`src/rtl/cl_serial_ctrl_pkg.sv`:
```
// Shared definitions for the bit-serial logic-cell sequencer:
// op codes, FSM state encoding and the 4:1 select used by the cell.
package cl_serial_ctrl_pkg;

  localparam logic [1:0] OP_AND = 2'b00;
  localparam logic [1:0] OP_OR  = 2'b01;
  localparam logic [1:0] OP_XOR = 2'b10;
  localparam logic [1:0] OP_NOT = 2'b11;

  typedef enum logic [1:0] {
    ST_IDLE = 2'b00,
    ST_RUN  = 2'b01,
    ST_DONE = 2'b10
  } state_t;

  function automatic logic mux4_1(input logic [3:0] d, input logic [1:0] sel);
    return d[sel];
  endfunction

endpackage

```
`src/rtl/cl_serial_ctrl_cl.sv`:
```
// 1-bit logic cell: computes AND/OR/XOR of a,b or NOT a, chosen by op.
module cl_serial_ctrl_cl
  import cl_serial_ctrl_pkg::*;
(
  input  logic       a,
  input  logic       b,
  input  logic [1:0] op,
  output logic       y
);

  logic [3:0] cand;

  // Candidate order matches the op-code values so op indexes directly.
  assign cand = {~a, a ^ b, a | b, a & b};
  assign y    = mux4_1(cand, op);

endmodule

```
`src/rtl/cl_serial_ctrl.sv`:
```
// Streams two WIDTH-bit operands LSB-first through one logic cell and
// assembles the result; done pulses for one cycle when result updates.
module cl_serial_ctrl
  import cl_serial_ctrl_pkg::*;
#(
  parameter int WIDTH = 8
) (
  input  logic             clk,
  input  logic             reset_n,
  input  logic             start,
  input  logic [1:0]       op,
  input  logic [WIDTH-1:0] a,
  input  logic [WIDTH-1:0] b,
  output logic             busy,
  output logic             done,
  output logic [WIDTH-1:0] result
);

  localparam int CNT_W = $clog2(WIDTH);
  localparam logic [CNT_W-1:0] CNT_LAST = CNT_W'(WIDTH - 1);

  state_t           state;
  logic [WIDTH-1:0] sh_a;
  logic [WIDTH-1:0] sh_b;
  logic [WIDTH-1:0] acc;
  logic [1:0]       op_r;
  logic [CNT_W-1:0] cnt;
  logic             cl_y;
  logic [WIDTH-1:0] acc_next;

  cl_serial_ctrl_cl u_cl (
    .a  (sh_a[0]),
    .b  (sh_b[0]),
    .op (op_r),
    .y  (cl_y)
  );

  // New cell output enters at the MSB so bit 0 ends up in result[0].
  assign acc_next = {cl_y, acc[WIDTH-1:1]};

  always_ff @(posedge clk or negedge reset_n) begin
    if (!reset_n) begin
      state  <= ST_IDLE;
      busy   <= 1'b0;
      done   <= 1'b0;
      result <= '0;
      sh_a   <= '0;
      sh_b   <= '0;
      acc    <= '0;
      op_r   <= OP_AND;
      cnt    <= '0;
    end else begin
      case (state)
        ST_IDLE: begin
          done <= 1'b0;
          if (start) begin
            sh_a  <= a;
            sh_b  <= b;
            op_r  <= op;
            acc   <= '0;
            cnt   <= '0;
            busy  <= 1'b1;
            state <= ST_RUN;
          end
        end
        ST_RUN: begin
          acc  <= acc_next;
          sh_a <= sh_a >> 1;
          sh_b <= sh_b >> 1;
          if (cnt == CNT_LAST) begin
            result <= acc_next;
            busy   <= 1'b0;
            done   <= 1'b1;
            state  <= ST_DONE;
          end else begin
            cnt <= cnt + CNT_W'(1);
          end
        end
        ST_DONE: begin
          done  <= 1'b0;
          state <= ST_IDLE;
        end
        default: begin
          busy  <= 1'b0;
          done  <= 1'b0;
          state <= ST_IDLE;
        end
      endcase
    end
  end

endmodule

```
`config.mk`:
```
export PLATFORM = sky130hd
export DESIGN_NAME = cl_serial_ctrl
export DESIGN_NICKNAME = d
export VERILOG_FILES = /design/src/rtl/cl_serial_ctrl_pkg.sv /design/src/rtl/cl_serial_ctrl_cl.sv /design/src/rtl/cl_serial_ctrl.sv
export SDC_FILE = /design/constraint.sdc
export NUM_CORES = 1
export LEC_CHECK = 0
export ABC_CLOCK_PERIOD_IN_PS = 1800
export CAP_MARGIN = 20
export CORE_MARGIN = 3
export CORE_UTILIZATION = 44
export DETAILED_ROUTE_END_ITERATION = 7
export PLACE_DENSITY = 0.68
export SKIP_CTS_REPAIR_TIMING = 1
export SYNTH_ARGS = -nofsm -noshare
export SYNTH_HDL_FRONTEND = slang
export SYNTH_SLANG_ARGS = --single-unit
```
`constraint.sdc`:
```
create_clock -name clk -period 1.8 [get_ports clk]
set_clock_uncertainty 0.15 [all_clocks]
set_input_delay 0.45 -clock clk [delete_from_list [all_inputs] [get_ports clk]]
set_output_delay 0.45 -clock clk [all_outputs]
set_load 0.03 [all_outputs]
```
==> insert_results.sql <==
INSERT INTO impl_metrics (metric_group, metric, value, unit) VALUES
('status', 'status', 'complete, no violations', ''),
('placement', 'detailed_place.area', '2142', 'sq um'),
('worst_setup_path', 'cpMaxStageDelayCell', 'sky130_fd_sc_hd__dfrtp_1', ''),
('sta', 'grt_setup_unrepaired', 'false', ''),
('grt', 'wire_length_of_the_first_global_routing_pass', '5789', 'um'),
('yosys', 'synthesis.instances', '146', ''),
('hold_path', 'whs_path_depth', '2', ''),
('detailed_routing', 'detail_route.drc_violations', '0', ''),
('final_layout', 'drive_gt1_frac', '0.1514', ''),
('floorplan', 'io-pin-count', '31', ''),
('worst_setup_path', 'timing.critical_path.cells', 'ha_1 > ha_2 > nand2b_1 > a21o_1 > mux2_2', ''),
('grt', 'grt_start_max_net_pins', '23', ''),
('floorplan', 'initial_core_utilization', '0.4723', ''),
('power_and_ir_drop', 'power_per_cell_area', '1618', 'nW/um^2'),
('power_and_ir_drop', 'share_comb_of_total_power', '0.414', ''),
('placement', 'post-dp-hpwl', '2312', 'um'),
('yosys', 'synth.ff_latch_count', '40', ''),
('sta', 'final.min_clock_period', '1.684', 'ns'),
('grt', 'grt_util_all_layers', '0.1504', ''),
('detailed_routing', 'first_pass_iters', '4', ''),
('final_layout', 'final_cell_area', '2270', 'sq um'),
('worst_setup_path', 'path_max_fanout', '5', ''),
('hold_path', 'worstHoldPathType', 'reg2reg', ''),
('power_and_ir_drop', 'power.leakage', '1.178', 'nW'),
('final_layout', 'diodes', '0', ''),
('floorplan', 'floorplan.die.height', '69.86', 'um'),
('worst_setup_path', 'crit_path_max_incr_delay', '0.39', 'ns'),
('sta', 'worst_pin_slew', '0.4177', 'ns'),
('sta', 'timing.max_slew.rel_slack', '0.7215', ''),
('final_layout', 'layout.cells.most_common', 'sky130_fd_sc_hd__dfrtp_1', ''),
('worst_setup_path', 'reg2reg_slack', '0.12', 'ns'),
('placement', 'placement.io_buffers', '30', ''),
('cts', 'number_of_buffers_added_by_the_clock_tree_synthesis_step', '5', ''),
('final_layout', 'multiInputGateArea', '700.7', 'sq um'),
('detailed_routing', 'count_of_routing_violations_after_the_opening_detailed_route_iteration', '66', ''),
('detailed_routing', 'routedWlPerCell', '13.36', 'um'),
('yosys', 'syn_nets', '171', ''),
('floorplan', 'std_cell_rows', '22', ''),
('sta', 'timing_hold_violations_final', '0', ''),
('detailed_routing', 'postRouteWirelength', '3114', 'um'),
('yosys', 'sequential_area_share_after_synthesis', '0.5579', ''),
('detailed_routing', 'vias', '1167', ''),
('worst_setup_path', 'worst_r2r_endpoint', 'cnt[0]', ''),
('final_layout', 'n_fill_cell', '325', ''),
('worst_setup_path', 'r2r_start', 'cnt[0]', ''),
('yosys', 'synth_warnings', '0', ''),
('final_layout', 'ff_latch_area', '1001', 'sq um'),
('sta', 'final.period_utilization', '0.9358', ''),
('grt', 'grt_remaining_overflow', '0', ''),
('cts', 'clock_latency', '0.29', 'ns'),
('placement', 'gp_routability_congestion', '0.7519', ''),
('grt', 'first_global_vias', '1242', ''),
('hold_path', 'min_delay_worst_endpoint', 'result[7]', ''),
('job', 'number_of_violations_of_the_max_capacitance_limit', '0', ''),
('cts', 'tritoncts', 'built', ''),
('sta', 'setup_viol', '0', ''),
('power_and_ir_drop', 'power.share.sequential', '0.424', ''),
('worst_setup_path', 'critPathCaptureType', 'flip-flop', ''),
('grt', 'antenna_found_initial', '0', ''),
('worst_setup_path', 'timing_worst_setup_path_type', 'reg2reg', ''),
('final_layout', 'area.growth.synth_to_final', '26.50', '%'),
('worst_setup_path', 'worstSetupStartpointType', 'flip-flop', ''),
('worst_setup_path', 'crit_arrival', '1.71', 'ns'),
('power_and_ir_drop', 'internal-power', '0.002370', 'W'),
('yosys', 'synth_area_per_cell', '12.29', 'sq um'),
('detailed_routing', 'ant_nets', '0', ''),
('cts', 'numClockSinks', '40', ''),
('final_layout', 'stdcell_count', '233', ''),
('final_layout', 'final_net_count', '209', ''),
('cts', 'clock_path_buffers', '2', ''),
('cts', 'clock_tree.htree_level_count', '2', '');
[logic make-up after synthesis]
kind of cell | Yosys count | synth area share
AOI/OAI and AO/OA | 31 | 0.1123
buffers and inverters | 13 | 0.05299
and+or+nand+nor | 33 | 0.09554
adders and majority gates | 4 | 0.02790
muxes | 25 | 0.1534
DFF | 40 | 0.5579
[power groups by stage]
stage               registers, W  logic [W]  clock network (W)
finish                   0.00156    0.00152           0.000596
global route             0.00162    0.00172           0.000661
CTS                      0.00156    0.00156           0.000626
detailed placement       0.00158    0.00156                  0
global placement         0.00156    0.00150                  0
floorplan                0.00167    0.00106                  0
[sequential cells by signal (all words and copies together), names as in the netlist]
signal,count
acc,7
op_r,2
state,2
busy,1
done,1
sh_b,8
result,8
cnt,3
sh_a,8
[worst max-delay path: cells and delay by family (launching register included)]
family                     cells  cell delay [ns]
DFF                            1             0.39
muxes                          1             0.26
and+or+nand+nor                1             0.15
AOI/OAI and AO/OA              1             0.20
adders and majority gates      2             0.42
[synth_stat cells]
library cell | number | share of area
sky130_fd_sc_hd__inv_1 | 6 | 0.013
sky130_fd_sc_hd__a21o_1 | 1 | 0.0042
sky130_fd_sc_hd__mux4_2 | 1 | 0.013
sky130_fd_sc_hd__o21ai_0 | 10 | 0.028
sky130_fd_sc_hd__o21ai_1 | 9 | 0.025
sky130_fd_sc_hd__nor2b_1 | 3 | 0.010
sky130_fd_sc_hd__buf_12 | 1 | 0.011
sky130_fd_sc_hd__a21oi_1 | 2 | 0.0056
sky130_fd_sc_hd__ha_1 | 4 | 0.028
sky130_fd_sc_hd__nand2_1 | 19 | 0.040
sky130_fd_sc_hd__mux2_1 | 2 | 0.013
sky130_fd_sc_hd__nor2b_2 | 1 | 0.0049
sky130_fd_sc_hd__buf_6 | 2 | 0.013
sky130_fd_sc_hd__a22o_1 | 8 | 0.039
sky130_fd_sc_hd__buf_2 | 3 | 0.0084
sky130_fd_sc_hd__nand3b_4 | 1 | 0.011
sky130_fd_sc_hd__dfrtp_1 | 40 | 0.56
sky130_fd_sc_hd__mux2_2 | 8 | 0.050
sky130_fd_sc_hd__nand2b_4 | 1 | 0.0077
sky130_fd_sc_hd__o21bai_4 | 1 | 0.010
sky130_fd_sc_hd__nor2_1 | 5 | 0.010
sky130_fd_sc_hd__buf_8 | 1 | 0.0084
sky130_fd_sc_hd__nand2b_1 | 2 | 0.0070
sky130_fd_sc_hd__and2b_1 | 1 | 0.0042
sky130_fd_sc_hd__mux2i_1 | 14 | 0.078
[how the worst max path moves through the flow]
stage	startpoint	to	slack (ns)	cells past startpoint
after floorplan	cnt[0]	cnt[0]	0.15	5
after global placement	start	op_r[1]	-0.06	4
after detailed placement	start	op_r[0]	-0.1	4
after CTS	busy	busy	-0.17	1
after global routing	sh_a[0]	acc[7]	0.04	5
final	cnt[0]	cnt[0]	0.12	5
[per-layer routing]
layer	part of all wire	track usage	up-vias	wire length (um)
met2	0.49	0.2476	21	1538
met1	0.44	0.1843	564	1381
met4	0.020	0.06383	0	61
met3	0.042	0.04317	4	132
li1	-	-	578	-
met5	0	0	-	0
[cell type report]
cell class,instances,share of cell area
flip-flops and latches,40,0.4410
multi-input cells,93,0.3087
repair buffers,38,0.1742
clock buffers,8,0.03969
well taps,48,0.02646
inverters,6,0.009923
[per-stage QoR]
stage	utilization	hold slack (ns)	worst slack [ns]
floorplan	-	0.004409	0.1539
global placement	0.5639	0.2306	-0.06283
detailed placement	0.5639	0.2357	-0.09987
CTS	0.5876	-0.08202	-0.1727
global route	0.5975	0.3517	0.04077
finish	0.5975	0.3324	0.1156
(Power assumes the default switching activity.)
==> RTL change: new RTL, config.mk and constraints unchanged <==
Make the reset (`reset_n`) synchronous in one clocked block.
--- a/src/rtl/cl_serial_ctrl.sv
+++ b/src/rtl/cl_serial_ctrl.sv
@@ -39,5 +39,5 @@
   assign acc_next = {cl_y, acc[WIDTH-1:1]};
 
-  always_ff @(posedge clk or negedge reset_n) begin
+  always_ff @(posedge clk) begin
     if (!reset_n) begin
       state  <= ST_IDLE;
Behaviour: differs if reset_n is asserted again (counterexample within 4 cycles, from zero or initial values and one cycle with reset_n low); with reset_n held inactive, the same outputs for 10 cycles.
==> RTL change against the original RTL <==
Design area down 1.9%. Routed wire length grew 5.3%. Maximum frequency is 1.4% higher. Utilization is 0.29 points lower. Synthesized area down 3.3%. Sequential cell count stayed put. First-iteration DRC count rose by 26%. Worst setup slack improved by 0.023 ns. Critical path type is now in2reg. Critical endpoint is now cnt[2]. Largest cell class unchanged.
Power is not compared: it rests on default switching activity, and its combinational part moved more than twofold at a synthesized area within 25%.
==> RTL change: results (changes against the original RTL) <==
| Metric | Value |
|---|---|
| Area contributors post-synth | `dfxtp_1, nand2_1, a311oi_2 (was dfrtp_1, mux2i_1, mux2_2)` |
| Reg2reg end | `result[7] (was cnt[0])` |
| Slowest cell on crit path | `clkdlybuf4s50_1 (was dfrtp_1)` |
| Launch instance of the worst register-to-register path | `sh_a[0] (was cnt[0])` |
| FF-to-FF setup slack | `0.18 ns (was 0.12 ns)` |
| Transition time at the pin with the least slew margin | `0.401 ns (was 0.418 ns)` |
| Stage delay of the slowest cell on the critical path | `0.54 ns (was 0.39 ns)` |
| Arrival time of data at the critical path endpoint | `1.69 ns (was 1.71 ns)` |
| Main synth FF type | `dfxtp_1 (was dfrtp_1)` |
| Aggregate global-route resource usage | `0.165 (was 0.150)` |
| Leading cell types by count after synthesis | `nand2_1, dfxtp_1, nor2_1 (was dfrtp_1, nand2_1, mux2i_1)` |
| Proportion of layout cells with a drive suffix above 1 | `0.130 (was 0.151)` |
| Setup WS pre-CTS | `-0.165 ns (was -0.0999 ns)` |
| Count of cell types in the netlist | `26 (was 25)` |
| Routed vias/inst | `5.19 (was 5.01)` |
| First-pass GRT wire length | `5890 um (was 5790 um)` |
| Placed cell count | `270 (was 224)` |
| Worst hold margin | `0.301 ns (was 0.332 ns)` |
| Iteration-0 DRC count of the detailed router | `83 (was 66)` |
| Worst Min Path Start | `result[5] (was result[7])` |
| Hold depth | `2 (unchanged)` |
| Proportion of register bits with asynchronous set or reset after synthesis | `0 (was 1.00)` |
| Sequential area share after synthesis | `0.461 (was 0.558)` |
| Number of vias in the routed layout | `1442 (was 1167)` |
| Number of filler cells placed in the layout | `344 (was 325)` |
| Instance count of the mapped netlist | `195 (was 146)` |
| Vias in the first global route | `1405 (was 1242)` |
| Net count after synthesis | `220 (was 171)` |
| Final weighted congestion in routability-driven placement | `0.760 (was 0.752)` |
| Sink of the worst hold path | `result[5] (was result[7])` |
| HPWL reported at the end of detailed placement | `2380 um (was 2310 um)` |
| Result of the run | `finished, final reports clean (unchanged)` |
| Largest net degree at the start of global routing | `29 (was 23)` |
==> RTL change: cell types whose count changed in the layout (fill, tap and decap cells not counted), moves of 11 or more <==
cell	change
a21oi_1	+11
dfrtp_1	-40
dfxtp_1	+40
mux2i_1	-14
nand2_1	+23
nor2_1	+21
==> RTL change: per-layer routing <==
layer  up-vias  global-route usage  routed length [um]
met5         -                   0                   0
met2        29               0.281                1590
met1       669               0.193                1450
met4         0              0.0608                  49
li1        738                   -                   -
met3         6              0.0535                 183
==> RTL change: metrics by stage <==
stage	instance area, sq um	setup TNS, ns
after floorplan	1740	0
after global placement	2090	-1.78
after global routing	2230	0
after CTS	2200	-1.10
final	2230	0
after detailed placement	2090	-2.43
==> RTL change: final cells by class <==
class,instances,area (sq um),area share
clock buffers,5,68.8,0.0309
clock inverters,3,42.5,0.0191
inverters,5,18.8,0.00843
multi-input cells,135,795,0.357
flip-flops and latches,40,801,0.360
well taps,48,60.1,0.0270
repair buffers,42,440,0.198
==> RTL change: kinds of logic (layout without fill, tap and decap cells) <==
logic type	Yosys count	after routing	synth area share
compound gates	41	41	0.194
fa+ha+maj	4	4	0.0288
buf+inv	20	55	0.0807
flops	40	40	0.461
mux	1	1	0.0130
simple gates	89	89	0.222
==> RTL change: worst max path at each step <==
stage | to | startpoint | slack [ns] | cells after the start
floorplan | cnt[2] | cnt[0] | 0.21 | 5
global placement | cnt[2] | start | -0.14 | 4
detailed placement | cnt[2] | start | -0.17 | 4
CTS | busy | busy | -0.14 | 1
global route | result[7] | sh_a[0] | 0.04 | 5
finish | cnt[2] | start | 0.14 | 4
==> RTL change: worst max-delay path: cells and delay by family <==
kind	cells	cell delay (ns)
buf+inv	1	0.54
simple gates	2	0.63
compound gates	1	0.07
